`src/rtl/lcd_frame_feeder.sv`:
```
// Pixel source for the LCD timing driver: locks a show-ahead {sof, rgb} FIFO stream to
// the display raster and recovers from underflow and misalignment without stalling.
module lcd_frame_feeder #(
  parameter int                DATA_W          = 24,
  parameter int                CNT_W           = 16,
  parameter logic [DATA_W-1:0] IDLE_COLOR      = 'h000000,
  parameter logic [DATA_W-1:0] UNDERFLOW_COLOR = 'h0000FF
) (
  input  logic              clk,
  input  logic              rst_n,
  input  logic              lcd_request,
  input  logic [10:0]       lcd_xpos,
  input  logic [10:0]       lcd_ypos,
  output logic [DATA_W-1:0] lcd_data,
  input  logic [DATA_W:0]   fifo_rdata,
  input  logic              fifo_empty,
  output logic              fifo_rdreq,
  output logic              frame_locked,
  output logic [CNT_W-1:0]  underflow_cnt,
  output logic [CNT_W-1:0]  resync_cnt,
  input  logic              clear_cnt
);

  typedef enum logic [1:0] {
    ST_SEEK,
    ST_WAIT_SOF,
    ST_STREAM
  } state_t;

  state_t              r_state;
  state_t              w_next_state;
  logic [DATA_W-1:0]   r_lcd_data;
  logic [DATA_W-1:0]   w_data_next;
  logic [CNT_W-1:0]    r_underflow_cnt;
  logic [CNT_W-1:0]    r_resync_cnt;
  logic                w_pop;
  logic                w_underflow_inc;
  logic                w_resync_inc;

  logic                w_origin;
  logic                w_head_sof;
  logic [DATA_W-1:0]   w_rgb;

  assign w_origin   = (lcd_xpos == 11'd0) && (lcd_ypos == 11'd0);
  assign w_head_sof = !fifo_empty && fifo_rdata[DATA_W];
  assign w_rgb      = fifo_rdata[DATA_W-1:0];

  // NOTE: every output of this block gets a default first so no path leaves a value
  // unassigned, which would otherwise infer a latch.
  always_comb begin
    w_next_state    = r_state;
    w_pop           = 1'b0;
    w_data_next     = IDLE_COLOR;
    w_underflow_inc = 1'b0;
    w_resync_inc    = 1'b0;

    unique case (r_state)
      ST_SEEK: begin
        // Flush everything ahead of the next frame start; the sof word stays at the head.
        if (w_head_sof) begin
          w_next_state = ST_WAIT_SOF;
        end else if (!fifo_empty) begin
          w_pop = 1'b1;
        end
      end

      ST_WAIT_SOF: begin
        if (lcd_request && w_origin && w_head_sof) begin
          w_pop        = 1'b1;
          w_data_next  = w_rgb;
          w_next_state = ST_STREAM;
        end
      end

      ST_STREAM: begin
        if (lcd_request) begin
          if (w_origin && w_head_sof) begin
            w_pop       = 1'b1;
            w_data_next = w_rgb;
          end else if (w_origin && !fifo_empty) begin
            w_resync_inc = 1'b1;
            w_next_state = ST_SEEK;
          end else if (w_head_sof) begin
            // Next frame arrived before the raster finished this one.
            w_resync_inc = 1'b1;
            w_next_state = ST_WAIT_SOF;
          end else if (fifo_empty) begin
            w_data_next     = UNDERFLOW_COLOR;
            w_underflow_inc = 1'b1;
          end else begin
            w_pop       = 1'b1;
            w_data_next = w_rgb;
          end
        end
      end

      default: w_next_state = ST_SEEK;
    endcase
  end

  // NOTE: state registers use non-blocking assignments so every flop samples the
  // pre-edge values; the reset branch is asynchronous on rst_n.
  always_ff @(posedge clk or negedge rst_n) begin
    if (!rst_n) begin
      r_state    <= ST_SEEK;
      r_lcd_data <= '0;
    end else begin
      r_state    <= w_next_state;
      r_lcd_data <= w_data_next;
    end
  end

  // Saturating error counters; a clear in the same cycle beats the increment.
  always_ff @(posedge clk or negedge rst_n) begin
    if (!rst_n) begin
      r_underflow_cnt <= '0;
      r_resync_cnt    <= '0;
    end else if (clear_cnt) begin
      r_underflow_cnt <= '0;
      r_resync_cnt    <= '0;
    end else begin
      if (w_underflow_inc && (r_underflow_cnt != '1)) r_underflow_cnt <= r_underflow_cnt + 1'b1;
      if (w_resync_inc && (r_resync_cnt != '1))       r_resync_cnt    <= r_resync_cnt + 1'b1;
    end
  end

  assign fifo_rdreq    = rst_n && w_pop && !fifo_empty;
  assign lcd_data      = r_lcd_data;
  assign frame_locked  = (r_state == ST_STREAM);
  assign underflow_cnt = r_underflow_cnt;
  assign resync_cnt    = r_resync_cnt;

endmodule

```
`config.mk`:
```
export PLATFORM = sky130hd
export DESIGN_NAME = lcd_frame_feeder
export DESIGN_NICKNAME = d
export VERILOG_FILES = /design/src/rtl/lcd_frame_feeder.sv
export SDC_FILE = /design/constraint.sdc
export NUM_CORES = 1
export LEC_CHECK = 0
export CAP_MARGIN = 40
export CORE_MARGIN = 1.5
export CORE_UTILIZATION = 35
export DETAILED_ROUTE_END_ITERATION = 8
export GPL_TIMING_DRIVEN = 0
export PLACE_DENSITY = 0.76
export SLEW_MARGIN = 15
export SYNTH_ARGS = -nofsm -noshare
export SYNTH_HDL_FRONTEND = slang
export SYNTH_SLANG_ARGS = --single-unit
```
`constraint.sdc`:
```
create_clock -name clk -period 2.7 [get_ports clk]
set_input_delay 0.54 -clock clk [delete_from_list [all_inputs] [get_ports clk]]
set_output_delay 0.54 -clock clk [all_outputs]
set_load 0.1 [all_outputs]
```
==> results of run 1 <==
==> cell usage after synthesis, drive strengths merged, types with 2 or more instances <==
cell	number	share of area
dfrtp	58	0.50
nor2	40	0.053
nand3	18	0.031
and2	17	0.037
nand2	15	0.019
a21oi	11	0.020
inv	11	0.014
o21ai	11	0.020
xor2	10	0.030
a21o	8	0.021
nand4	8	0.017
nor4	7	0.019
or3	7	0.015
ha	6	0.026
nor2b	6	0.013
nor3	6	0.014
xnor2	6	0.018
and3	5	0.011
clkbuf	5	0.0065
mux2	5	0.022
or4	5	0.013
o2111ai	3	0.0091
o31ai	3	0.0078
or2	3	0.0065
and4	2	0.0061
buf	2	0.0039
mux2i	2	0.0069
==> layout make-up <==
cell class,count,area [µm²]
clock buffer,10,137.6
clock inverter,6,65.06
tap,102,127.6
timing repair buffer,172,2038
fill,586,2457
sequential,58,1451
buffer,7,40.04
multi-input combinational,215,1489
inverter,11,41.29
==> state kept, by name, summed over array words and instances (netlist names) <==
register	count
resync_cnt	16
underflow_cnt	16
r_state	2
lcd_data	24
==> metal layers <==
layer	vias up	share of wire	GRT usage
met1	1382	0.41	0.2408
met2	85	0.53	0.3690
met3	10	0.041	0.04854
li1	1390	-	-
met4	0	0.012	0.06716
met5	-	0	0
==> cell usage in the layout, fill, tap and decap left out, types with 6 or more instances in the layout <==
cell type and n:
sky130_fd_sc_hd__nor2b_1 6, sky130_fd_sc_hd__nand2_1 15, sky130_fd_sc_hd__clkbuf_2 6, sky130_fd_sc_hd__nand4_1 8, sky130_fd_sc_hd__inv_1 10, sky130_fd_sc_hd__xnor2_1 6
sky130_fd_sc_hd__buf_16 7, sky130_fd_sc_hd__or3_1 7, sky130_fd_sc_hd__nand3_1 16, sky130_fd_sc_hd__a21oi_1 9, sky130_fd_sc_hd__dlygate4sd2_1 6, sky130_fd_sc_hd__buf_4 8
sky130_fd_sc_hd__clkdlybuf4s50_1 83, sky130_fd_sc_hd__clkbuf_8 11, sky130_fd_sc_hd__a21o_1 8, sky130_fd_sc_hd__buf_8 50, sky130_fd_sc_hd__o21ai_0 8, sky130_fd_sc_hd__dfrtp_1 58
sky130_fd_sc_hd__and2_1 17, sky130_fd_sc_hd__nor2_1 36, sky130_fd_sc_hd__xor2_1 10
==> worst paths after layout <==
| path | depth (start not counted) | end | slack [ns] |
|---|---|---|---|
| setup / recovery | 8 | fifo_rdreq | 0.08 |
| hold / removal | 1 | resync_cnt[3] | 0.26 |
| setup reg to reg | 6 | underflow_cnt[4] | 0.56 |
| hold reg to reg | 2 | underflow_cnt[10] | 0.58 |
| max in group asynchronous | 1 | lcd_data[17] | 1.93 |
| min in group clk | 2 | underflow_cnt[10] | 0.58 |
==> cell families after synthesis <==
| group | count (synthesis) | synth area share |
|---|---|---|
| AOI/OAI and AO/OA | 44 | 0.1068 |
| and+or+nand+nor | 142 | 0.2637 |
| xor gates and xnor gates | 16 | 0.04842 |
| muxes | 7 | 0.02897 |
| buffers and inverters | 18 | 0.02464 |
| DFF | 58 | 0.5015 |
| adders and majority gates | 6 | 0.02594 |
==> repair_timing <==
action / 4_1_cts / 5_1_grt
setup buffers: 6 / 0
setup endpoints to repair: 1 / 11
pin swaps: 13 / 12
resized for setup: 47 / 15
==> worst max-delay path, stage by stage <==
cell                            delay, ns
sky130_fd_sc_hd__dlygate4sd2_1       0.26
sky130_fd_sc_hd__nor4_4              0.17
sky130_fd_sc_hd__and4_4              0.28
sky130_fd_sc_hd__nand3_4             0.07
sky130_fd_sc_hd__o22ai_2             0.12
sky130_fd_sc_hd__a21oi_2             0.09
sky130_fd_sc_hd__nor4b_4             0.33
sky130_fd_sc_hd__buf_12              0.21
==> power groups by stage <==
stage               clock, mW  sequential (mW)  combinational, mW
finish                  0.816            0.934              0.828
CTS                     0.832            0.934              0.837
detailed placement          0            0.950              0.841
floorplan                   0             1.14              0.311
global placement            0            0.949              0.711
global route            0.881            0.937              0.877
==> flow_results.org, run 1 <==
** Cells and area
- Final instance area :: ~0.0054 mm²
- Ratio of cells with drive above 1 in the final layout :: 0.2568
- Final Instance Count excl. Fillers :: ~580
- At the end of the flow, the number of nets in the layout was ~530.
- Compared with the post-synthesis result, the final layout area differs by 86.25%.
- At the end of the flow the core is filled with cells to 0.6869.
- Antenna diode count :: 0

** Timing
- Final setup TNS :: 0 ns
- Max-slew violation count :: 0
- Setup violations remaining at the end of the flow were counted as 0.
- The smallest clock period supported by the final layout is computed as about 2.6 ns.
- The tightest hold path in the finished design has a slack of approximately 0.26 ns.
- Timing would allow up to about 380 MHz.
- Worst Max-Slew Pin Slew :: 0.7523 ns
- Worst-case clock skew :: roughly 0.0080 ns
- Fin. Hold Viols :: 0
- Of the available clock period, the critical path in the final layout requires 0.9717.
- Setup repair after global routing left no endpoint under its margin.
- Worst slew margin :: 0.4984
- Final Worst Setup Slack :: ~0.076 ns

** Placed design
- Buffers placed on the I/O ports in this run total roughly 110.
- Post-detail-place hpwl :: 6260 µm
- In this run, placement finished with an instance count of between 500 and 600.
- After detailed placement, the total cell area comes to around 0.0052 mm².
- Routability congestion estimate :: about 0.87
- Worst setup slack before clock tree synthesis :: -0.7592 ns

** Pwr
- Switching share of power :: 0.3445
- Worst ir drop on vdd :: approximately 450 µV
- For this design the total switching power over the nets is around 900 µW.
- For this design the static power due to leakage is between 2 and 2.5 nW.
- Sequential share of power :: 0.362
- Internal :: between 1.5 and 2 mW
- Power spread over the standard cell area amounts to 478.4 mW/mm².
- Power comes to around 2.6 mW.
- Clock power frac :: 0.317
- The share of total power dissipated in combinational logic is 0.321.

** Floorplanning
- Count of boundary I/O pins :: 110
- Initial core utilization :: 0.3688
- Die boundary width :: between 90 and 100 µm
- Die Area :: just under 0.009 mm²
- Core region area :: between 0.007 and 0.008 mm²
- In this run the vertical extent of the chip is 93.93 µm.
- Site row count :: 32

** Worst setup path
- Worst flop-to-flop path startpoint :: underflow_cnt[7]
- For the worst setup path, the data arrival time is 2.08 ns.
- First element of the critical path :: lcd_ypos[10]
- Required time reported for the critical path endpoint :: around 2.2 ns
- STA classifies the critical path startpoint as an input pin.
- The worst setup path is of the input pin to primary output kind.
- STA classifies the critical path endpoint as a primary output.
- Maximum fanout along the worst path :: 2

** Yosys
- Summing every instance area after synthesis gives a little under 0.003 mm².
- Syn_area_per_cell :: just under 10 µm²
- Count of synthesis-stage warnings from yosys :: 0
- Net count after synthesis :: 349
- Number of standard cells after synthesis :: 291
- In this run, distinct cell masters in the synthesized netlist total 47.
- Synthesis inferred 58 register bits.
- EDFF count, synth :: 0
- Among all flip-flop cells after synthesis, the most frequent one is sky130_fd_sc_hd__dfrtp_1.
- Of all flip-flops after synthesis, the portion carrying an async set or reset was 1.000.
- Sequential area share after synthesis :: 0.5015

** Min path
- Classification of the worst-slack hold path :: input pin to async pin

** Clock network
- CTS saw slightly below 60 sinks.
- The clock reaches the later pin of the worst-skew pair after 0.34 ns.
- Clock tree synthesis selected as its root buffer the cell sky130_fd_sc_hd__clkbuf_8.
- TritonCTS built the clock tree.
- Total clock buffers created by CTS :: 9
- In this run, post-CTS hold repair placed 0 buffers.
- The longest clock path from root to sink contains 2 buffers.
- CTS H-tree lvls :: 3
- Clock transition at the register clock pins on the worst setup and hold paths after CTS :: about 0.070 ns

** GRT
- Sum of overflow across all layers after global routing :: 0
- The initial antenna violation count came to 0.
- Via count of the first global-routing pass :: roughly 3k
- The first global-routing pass estimated ~14000 µm of wire.
- GRT Util Overall :: 0.2058
- Pin count of the biggest net entering global routing :: 60

** Route
- DRC viols :: 0
- Summed over all layers, the routed wires come to ~8300 µm.
- Post-detailed-route via-to-cell ratio :: just under 5
- DR pass1 iterations :: 4
- Count of nets left with antenna violations after detail routing :: 0
- For this block, the via count after detailed routing is about 2.9k.
- Dividing the detail-routed wire length by the instance count gives about 14 µm.
- In this run, the number of DRC markers left after iteration 0 of detailed routing was between 60 and 70.

** Flow run
- Max-cap violations in this run came to 0.

** Outcome
- Status :: finished clean
Power figures use the tool's default switching activity.
==> run 2: changes to the inputs <==
--- a/config.mk
+++ b/config.mk
@@ -6,6 +6,7 @@
 export NUM_CORES = 1
 export LEC_CHECK = 0
 export CAP_MARGIN = 40
+export CORE_ASPECT_RATIO = 0.8
 export CORE_MARGIN = 1.5
 export CORE_UTILIZATION = 35
 export DETAILED_ROUTE_END_ITERATION = 8
==> run 2 against run 1 <==
Sequential power barely moved. Sequential share of layout area fell by 0.34 points. Sequential cell count did not move. Fmax fell by 0.72%. Clock power rose by 20%. Via count fell by 1.1%. Core utilization fell by 0.30 points. Largest power group is now clock. Highest routed layer unchanged.
==> flow_results.org, run 2 (same netlist as run 1, synthesis figures left out) <==
** Timing
- Static timing analysis puts the maximum clock frequency at roughly 380 MHz.
- Hold Slack :: 0.2652 ns
- Final Critical Period :: around 2.6 ns
- Setup violators final :: 0
- Worst slew margin :: 0.4953
- Fin. Hold Viols :: 0
- Setup repair after global routing left no endpoint under its margin.
- Max-slew violation count :: 0
- Worst Max-Slew Pin Slew :: between 0.7 and 0.8 ns
- Dividing the final minimum period by the clock period gives 0.9788.
- Worst-case clock skew :: 0.01274 ns

** Clock network
- Total clock buffers created by CTS :: 9
- TritonCTS clock tree :: built
- In this run the number of H-tree levels came out at 3.
- At the later pin of the worst-skew pair, clock insertion delay measures 0.34 ns.
- The tree is rooted in a sky130_fd_sc_hd__clkbuf_8.
- No sink is reached through more buffers than the 2 on the longest clock path.
- Clock transition at the register clock pins on the worst setup and hold paths after CTS :: 0.07 ns
- Counting every sink on the clock net gives 58.

** Route
- Total vias in the final route :: 2835
- DR pass1 iterations :: 4
- Dividing the detail-routed via count by the number of cells gives 4.846.
- WL/cell :: roughly 14 µm
- DRC viols :: 0
- Summed over all layers, the routed wires come to 8353 µm.
- In this run, the number of DRC markers left after iteration 0 of detailed routing was roughly 130.
- The count of nets left with antenna violations once routing finished came out at 0.

** Placed design
- DP Area :: 0.005204 mm²
- IO buf count :: 109
- Once detailed placement completed, the half-perimeter wirelength came to approximately 6300 µm.
- Routability congestion estimate :: roughly 0.86

** Outcome
- Status :: finished clean

** Cells and area
- The finished cells cover 0.005459 mm².
- Area growth from synthesis to layout :: 88.63%
- The number of antenna diodes in the final layout is 0.
- The top cell types in the final layout, fill and taps aside, are 84 x sky130_fd_sc_hd__clkdlybuf4s50_1, 58 x sky130_fd_sc_hd__dfrtp_1, 48 x sky130_fd_sc_hd__buf_8.
- Layout Nets :: 530
- Of the cells placed in the final design, the portion with a size suffix greater than 1 is 0.2453.
- The register with the most flip-flops in the layout has 24 of them.
- Commonest non-fill, non-tap cell in the layout :: sky130_fd_sc_hd__clkdlybuf4s50_1
- End-of-flow core utilization :: 0.6839

** Worst setup path
- STA classifies the critical path endpoint as a primary output.
- Maximum fanout along the worst path :: 2
- For the worst setup path, the data arrival time is 2.10 ns.
- Launching element type of the critical path :: input pin
- By startpoint and endpoint, the worst setup path is classified as input pin to primary output.
- Required time reported for the critical path endpoint :: roughly 2.2 ns

** Pwr
- Leak :: approximately 2.4 nW
- Power per standard cell area :: roughly 500 mW/mm²
- The worst-case IR drop observed on VDD is around 420 µV.
- The design draws about 2.8 mW.

** GRT
- First-pass GRT wire length :: roughly 14000 µm
- Entering global routing, the biggest net connects 60 pins.
- In the global route stage, overall resource usage came out at 0.2004.
- Number of antenna violations at the first check in global routing :: 0
- Summed over all layers, the global routing overflow is 0.
- The via count of the first global-routing pass was about 3.0k.

** Floorplanning
- The floorplan step set the die width to 104.7 µm.
- The initialized floorplan defines 29 standard-cell rows.
- Initial core utilization :: 0.3625
- Die Area :: approximately 0.0088 mm²
- Core region area :: between 0.007 and 0.008 mm²
- In this run the count of I/O pins placed on the die edge is between 100 and 150.
- From bottom edge to top edge, the die measures 84.33 µm.

** Min path
- Classification of the worst-slack hold path :: input pin to async pin

** Flow run
- Across the run, the number of max-cap violations was 0.
[run 2: cell types whose count changed in the layout (fill, tap and decap cells not counted), moves of 2 or more]
cell                              delta
sky130_fd_sc_hd__clkinv_2            -2
sky130_fd_sc_hd__clkbuf_2            -3
sky130_fd_sc_hd__buf_16              +2
sky130_fd_sc_hd__dlygate4sd2_1       -2
sky130_fd_sc_hd__bufinv_16           +2
sky130_fd_sc_hd__buf_8               -2
sky130_fd_sc_hd__clkdlybuf4s15_1     +3
sky130_fd_sc_hd__buf_4               -2
[run 2: worst max-delay path, cell delays in order]
cell and delay [ns]:
sky130_fd_sc_hd__clkdlybuf4s15_1 0.20, sky130_fd_sc_hd__nor4_4 0.25, sky130_fd_sc_hd__and4_4 0.28, sky130_fd_sc_hd__nand3_2 0.08
sky130_fd_sc_hd__o22ai_2 0.12, sky130_fd_sc_hd__a21oi_2 0.09, sky130_fd_sc_hd__nor4b_4 0.33, sky130_fd_sc_hd__buf_12 0.21
[run 2: final timing paths]
| kind | from | depth (start not counted) | endpoint | slack, ns |
|---|---|---|---|---|
| worst min-delay path | rst_n | 1 | resync_cnt[2] | 0.27 |
| worst min register to register | underflow_cnt[5] | 2 | underflow_cnt[5] | 0.56 |
| max in group asynchronous | rst_n | 1 | underflow_cnt[5] | 1.93 |
| min in group clk | underflow_cnt[5] | 2 | underflow_cnt[5] | 0.56 |
| worst max register to register | r_state[0] | 8 | resync_cnt[7] | 0.59 |
| worst max-delay path | lcd_ypos[9] | 8 | fifo_rdreq | 0.06 |
[run 2: layer usage]
| layer | GRT usage | wire [µm] | up-vias |
|---|---|---|---|
| met5 | 0 | 0 | - |
| met4 | 0.06102 | 92 | 0 |
| met3 | 0.06056 | 476 | 9 |
| met2 | 0.3355 | 4065 | 98 |
| met1 | 0.2509 | 3719 | 1349 |
| li1 | - | - | 1379 |
[run 2: where the power goes]
| part | switching, mW | total [mW] | internal, mW |
|---|---|---|---|
| sequential | 0.0265 | 0.934 | 0.908 |
| combinational | 0.503 | 0.838 | 0.335 |
| clock | 0.365 | 0.982 | 0.616 |
| total | 0.895 | 2.75 | 1.86 |
[run 2: through the flow]
step                      worst slack (ns)  TNS, ns  instances
after global routing              0.002884        0        585
after CTS                         0.002651        0        583
after floorplan                    -0.2726  -0.2726        291
after global placement              -2.487   -51.17        508
after detailed placement           -0.7499   -3.403        566
final                              0.05731        0        585
[run 2: timing repair]
item / CTS / global route
setup endpoints to repair: 1 / 1
resized for setup: 46 / 11
setup buffers: 2 / 2
hold buffers: 0 / 0
pin swaps: 12 / 13
[run 2: area by class of cell]
type | count | area (µm²)
multi-input combinational | 215 | 1481
fill | 567 | 2524
timing repair buffer | 170 | 2068
tap | 108 | 135.1
clock inverter | 6 | 113.9
inverter | 11 | 41.29
clock buffer | 10 | 127.6
sequential | 58 | 1451
buffer | 7 | 40.04
